**config.mk**
```make
export PLATFORM = sky130hd
export DESIGN_NAME = fetch_stage
export DESIGN_NICKNAME = d
export VERILOG_FILES = /design/src/rtl/fetch_pkg.sv /design/src/rtl/fetch_if_id_reg.sv /design/src/rtl/fetch_stage.sv
export SDC_FILE = /design/constraint.sdc
export NUM_CORES = 1
export LEC_CHECK = 0
export CAP_MARGIN = 5
export CORE_UTILIZATION = 52
export CTS_BUF_LIST = sky130_fd_sc_hd__clkbuf_16
export DETAILED_ROUTE_END_ITERATION = 8
export GPL_TIMING_DRIVEN = 0
export PLACE_DENSITY = 0.95
export SETUP_SLACK_MARGIN = 0.2
export SYNTH_ARGS = -nofsm -noshare
export SYNTH_HDL_FRONTEND = slang
export SYNTH_SLANG_ARGS = --single-unit
```
**constraint.sdc**
```tcl
create_clock -name clk -period 3 [get_ports clk]
set_input_delay 0.6 -clock clk [delete_from_list [all_inputs] [get_ports clk]]
set_output_delay 0.6 -clock clk [all_outputs]
set_load 0.01 [all_outputs]
```
**src/rtl/fetch_pkg.sv**
```systemverilog
// fetch_pkg: shared definitions for the F stage.
//   fetch_state_e : request/response FSM states.
//   RESET_PC      : first fetch address after reset.
//   NOP_WORD      : instruction word placed in IF/ID for bubbles and reset.
package fetch_pkg;

  typedef enum logic [1:0] {
    S_REQ  = 2'd0,
    S_WAIT = 2'd1,
    S_HOLD = 2'd2
  } fetch_state_e;

  localparam logic [31:0] RESET_PC = 32'h0000_3000;
  localparam logic [31:0] NOP_WORD = 32'h0000_0000;

endpackage

```
**src/rtl/fetch_if_id_reg.sv**
```systemverilog
// if_id_reg: IF/ID pipeline register.
//   clk, rst_n        : clock, asynchronous active-low reset
//   load              : capture load_instr/load_pc as a real instruction
//   bubble            : replace the occupant with a NOP bubble (pc kept)
//   load_instr/pc     : incoming fetched word and its address
//   instr, pc, valid  : register contents
// Neither load nor bubble means hold. load has priority over bubble.
module if_id_reg #(
  parameter logic [31:0] NOP_WORD = fetch_pkg::NOP_WORD
) (
  input  logic        clk,
  input  logic        rst_n,
  input  logic        load,
  input  logic        bubble,
  input  logic [31:0] load_instr,
  input  logic [31:0] load_pc,
  output logic [31:0] instr,
  output logic [31:0] pc,
  output logic        valid
);

  always_ff @(posedge clk or negedge rst_n) begin
    if (!rst_n) begin
      instr <= NOP_WORD;
      pc    <= 32'h0;
      valid <= 1'b0;
    end else if (load) begin
      instr <= load_instr;
      pc    <= load_pc;
      valid <= 1'b1;
    end else if (bubble) begin
      instr <= NOP_WORD;
      valid <= 1'b0;
    end
  end

endmodule

```
**src/rtl/fetch_stage.sv**
```systemverilog
// fetch_stage: F stage of the 5-stage MIPS pipeline.
//   clk, rst_n   : clock, asynchronous active-low reset
//   npc          : next-PC from the combinational next-PC unit
//   stall_d      : D-stage occupant must hold (IF/ID frozen)
//   imem_req/addr/gnt/rvalid/rdata : instruction memory handshake,
//                  one outstanding request at most
//   pc_f         : current fetch PC
//   instr_d, pc_d, valid_d : IF/ID register contents
module fetch_stage #(
  parameter logic [31:0] RESET_PC = fetch_pkg::RESET_PC,
  parameter logic [31:0] NOP_WORD = fetch_pkg::NOP_WORD
) (
  input  logic        clk,
  input  logic        rst_n,
  input  logic [31:0] npc,
  input  logic        stall_d,
  output logic        imem_req,
  output logic [31:0] imem_addr,
  input  logic        imem_gnt,
  input  logic        imem_rvalid,
  input  logic [31:0] imem_rdata,
  output logic [31:0] pc_f,
  output logic [31:0] instr_d,
  output logic [31:0] pc_d,
  output logic        valid_d
);

  import fetch_pkg::*;

  fetch_state_e state_q, state_d;
  logic [31:0]  pc_f_q;
  logic [31:0]  next_pc_q;
  logic         have_next_q;
  logic [31:0]  buf_q;
  logic         complete;
  logic [31:0]  fetch_word;

  always_ff @(posedge clk or negedge rst_n) begin
    if (!rst_n) state_q <= S_REQ;
    else        state_q <= state_d;
  end

  always_comb begin
    state_d    = state_q;
    imem_req   = 1'b0;
    complete   = 1'b0;
    fetch_word = buf_q;
    case (state_q)
      S_REQ: begin
        imem_req = 1'b1;
        if (imem_gnt) state_d = S_WAIT;
      end
      S_WAIT: begin
        if (imem_rvalid) begin
          if (stall_d) begin
            state_d = S_HOLD;
          end else begin
            complete   = 1'b1;
            fetch_word = imem_rdata;
            state_d    = S_REQ;
          end
        end
      end
      S_HOLD: begin
        if (!stall_d) begin
          complete = 1'b1;
          state_d  = S_REQ;
        end
      end
      default: state_d = S_REQ;
    endcase
  end

  assign imem_addr = pc_f_q;
  assign pc_f      = pc_f_q;

  // --- F stage: fetch PC, parked response, next-PC capture ---
  // npc is only meaningful while its producer sits in D. The first time D
  // advances without an F completion the value is saved, so a branch target
  // survives the branch leaving D before its delay slot returns.
  always_ff @(posedge clk or negedge rst_n) begin
    if (!rst_n) begin
      pc_f_q      <= RESET_PC;
      next_pc_q   <= 32'h0;
      have_next_q <= 1'b0;
      buf_q       <= 32'h0;
    end else begin
      if (state_q == S_WAIT && imem_rvalid && stall_d) buf_q <= imem_rdata;
      if (complete) begin
        pc_f_q      <= have_next_q ? next_pc_q : npc;
        have_next_q <= 1'b0;
      end else if (!stall_d && !have_next_q) begin
        next_pc_q   <= npc;
        have_next_q <= 1'b1;
      end
    end
  end

  // --- F/D boundary: IF/ID register ---
  // Whenever D advances and nothing completes, a bubble takes its place.
  if_id_reg #(
    .NOP_WORD(NOP_WORD)
  ) u_if_id (
    .clk       (clk),
    .rst_n     (rst_n),
    .load      (complete),
    .bubble    (!stall_d && !complete),
    .load_instr(fetch_word),
    .load_pc   (pc_f_q),
    .instr     (instr_d),
    .pc        (pc_d),
    .valid     (valid_d)
  );

endmodule
```
==> results.py <==
metrics = {
    "outcome": {
        "outcome": "finished, final reports clean",
    },
    "timing": {
        "finalHoldViolations": 0,
        "drv_slew": 0,
        "setup_viol": 0,
        "relSlewSlack": 0.593,
        "rsz0062_at_grt": "no",
        "fin_ws_ns": 0.722,
        "fin_skew_ns": 0.00560,
        "tightest_slew_ns": 0.610,
        "timing.final.crit_share": 0.759,
        "min_period_ns": 2.28,
        "fmax_mhz": 439,
    },
    "global_routing": {
        "grt_pass1_wl_um": 27200,
        "grt_max_degree": 100,
        "grt_usage": 0.252,
        "antenna_found_initial": 0,
        "grt_remaining_overflow": 0,
        "grt_pass1_vias": 5237,
    },
    "critical_path": {
        "crit_slowest_cell": "clkdlybuf4s50_1",
        "critPathBufInv": 2,
        "setup.reg_to_reg.worst_slack_ns": 0.95,
        "cp-end-kind": "primary output",
        "arrival_ns": 1.68,
        "crit_chain": "inv_1 -> ha_1 -> clkdlybuf4s50_1",
        "critPathMaxFanout": 3,
        "path_delay_family": "buffers and inverters",
        "path_depth": 3,
        "critical_path_class": "flip-flop to primary output",
        "critPathMaxStageDelay_ns": 0.58,
        "crit_path_start_kind": "flip-flop",
        "required_ns": 2.40,
        "reg2reg_depth": 7,
    },
    "clock_tree": {
        "cts-resized-gates": 0,
        "cts_sinks": 164,
        "cts_root_buf": "clkbuf_16",
        "clock_insertion_delay_worst_skew_ns": 0.42,
        "cts_buffers": 17,
        "clk_pin_slew_ns": 0.06,
        "cts_max_path_buffers": 2,
        "cts_setup_buffers": 0,
        "h-tree-depth": 4,
        "cts_hold_buffers": 0,
        "cts_tree": "yes",
    },
    "final_layout": {
        "syn_to_final_growth_pct": 40.5,
        "antennaDiodeCount": 0,
        "drive_gt1_frac": 0.338,
        "fillCellCount": 806,
        "final_nets": 792,
        "regArea_um2": 4110,
        "final_util": 0.749,
        "multi_input_area_um2": 2560,
    },
    "routing": {
        "route.vias.total": 4798,
        "drt_iter0_markers": 229,
        "wl_um": 16500,
        "drc": 0,
        "vias_per_cell": 5.28,
        "drtPass1Iterations": 4,
        "drtAntennaViolNets": 0,
        "wl_per_cell_um": 18.2,
    },
    "pwr": {
        "p_leak_nw": 4.56,
        "vdd.ir_drop.worst_mv": 0.469,
        "power_mw": 10.4,
        "power.density_nw_per_um2": 1050,
    },
    "synthesis": {
        "synth.distinct_cells": 22,
        "yosysTopAreaCell": "dfrtp_1",
        "syn_nets": 574,
        "ys_ff_latch": 164,
        "ys_seq_area_frac": 0.579,
        "synth_area_um2": 7090,
        "synth.avg_cell_area_um2": 14.1,
        "synth_area_leaders": "dfrtp_1 57%, mux2_2 25%, mux2i_1 4.7%, buf_4 3.7%, o21ai_0 2.3%",
        "ys.warnings.count": 0,
        "netlist.area_leader.share": 0.572,
        "syn_inst": 502,
    },
    "placement": {
        "dp.final_hpwl_um": 11800,
        "post-place-ws_ns": 0.495,
        "io_buffers": 198,
        "gp_congestion": 0.744,
    },
    "worst_hold_path": {
        "hold_class": "input port to asynchronous set/reset pin",
    },
    "floorplan": {
        "fp.dieW_um": 119,
        "rows": 42,
        "start_util": 0.534,
        "core-area_um2": 13300,
        "die-area_um2": 14100,
        "fp.dieH_um": 119,
        "pin_count": 199,
    },
    "run": {
        "cap_violations": 0,
    },
}
==> cells in the final DEF, fill, tap and decap left out <==
| cell type | instances |
|---|---|
| a31oi_1 | 2 |
| mux2_1 | 2 |
| nand3b_1 | 1 |
| clkdlybuf4s50_1 | 197 |
| o211ai_1 | 1 |
| buf_6 | 6 |
| nand3b_4 | 1 |
| buf_4 | 35 |
| clkinvlp_4 | 4 |
| a21o_2 | 1 |
| ha_1 | 3 |
| nand2b_1 | 1 |
| clkbuf_16 | 17 |
| mux2_2 | 158 |
| clkinv_2 | 1 |
| o21ai_0 | 32 |
| mux2i_1 | 33 |
| buf_2 | 14 |
| buf_16 | 1 |
| clkinv_1 | 2 |
| dfrtp_1 | 162 |
| inv_1 | 5 |
| dfstp_2 | 2 |
| a211oi_4 | 1 |
| clkinv_4 | 2 |
| nand3_1 | 1 |
| bufinv_16 | 5 |
| nand2_1 | 36 |
| clkbuf_1 | 6 |
| a21boi_0 | 1 |
==> worst register-to-register path, stage by stage, from the launching register on <==
cell and delay [ns]:
dfrtp_1 0.35, inv_1 0.07, ha_1 0.24, a21o_2 0.25, nand3b_4 0.17, buf_6 0.19
buf_2 0.29, mux2_2 0.38
==> routing by layer <==
metal / vias up / share of wire / track usage
met5: - / 0 / 0
met4: 0 / 0.010 / 0.0728
met3: 14 / 0.065 / 0.0729
met2: 176 / 0.54 / 0.450
met1: 2447 / 0.39 / 0.291
li1: 2161 / - / -
==> through the flow <==
step / setup TNS [ns] / std cells / area, um^2 / hold slack, ns
floorplan: 0 / 502 / 7090 / 0.304
global placement: -792.28 / 876 / 9300 / 0.462
detailed placement: 0 / 877 / 9320 / 0.473
CTS: 0 / 909 / 9960 / 0.176
global route: 0 / 909 / 9960 / 0.203
finish: 0 / 909 / 9960 / 0.173
==> where the power goes <==
part | total (mW) | switching (mW) | internal (mW) | leakage (nW)
Sequential | 3.81 | 0.632 | 3.18 | 2.06
Clock | 2.34 | 0.870 | 1.47 | 0.301
Combinational | 4.29 | 1.56 | 2.73 | 2.20
==> synth_stat cells <==
cell	n
dfstp_2	2
a211oi_4	1
nand2_1	36
buf_6	5
buf_4	35
a21o_2	1
o211ai_1	1
mux2_2	158
o21ai_0	32
mux2i_1	33
buf_2	14
a21boi_0	1
ha_1	3
inv_1	4
nand3_1	1
nand2b_1	1
mux2_1	2
nand3b_1	1
a31oi_1	2
clkbuf_1	6
dfrtp_1	162
nand3b_4	1
==> kinds of logic (layout without fill, tap and decap cells) <==
group	Yosys count	count (layout)	share of synthesized area
AO/OA/AOI/OAI	38	38	0.0305
AND/OR/NAND/NOR	40	40	0.0245
flip-flops	164	164	0.579
multiplexers	193	193	0.301
adder cells (fa/ha/maj)	3	3	0.00529
buffers and inverters	64	295	0.0602
==> layout make-up <==
type	instances	share of cell area
sequential	164	0.412
clock inverter	15	0.0215
clock buffer	17	0.0427
buffer	60	0.0413
multi-input combinational	274	0.257
tap	176	0.0221
timing repair buffer	199	0.202
inverter	4	0.00151
==> state kept, by name, summed over array words and instances (netlist names) <==
| signal | count |
|---|---|
| u_if_id.pc | 32 |
| have_next_q | 1 |
| state_q | 2 |
| u_if_id.instr | 32 |
| u_if_id.valid | 1 |
| imem_addr | 32 |
| next_pc_q | 32 |
| buf_q | 32 |
==> path summary, 6_finish.rpt <==
check | startpoint | end
worst min-delay path | rst_n | u_if_id.pc[24]
worst max-delay path | state_q[1] | imem_req
worst min register to register | next_pc_q[5] | next_pc_q[5]
worst max register to register | state_q[1] | u_if_id.pc[30]
min in group clk | next_pc_q[5] | next_pc_q[5]
max in group asynchronous | rst_n | u_if_id.instr[5]
Note: power is estimated with default switching activity, not from simulation.
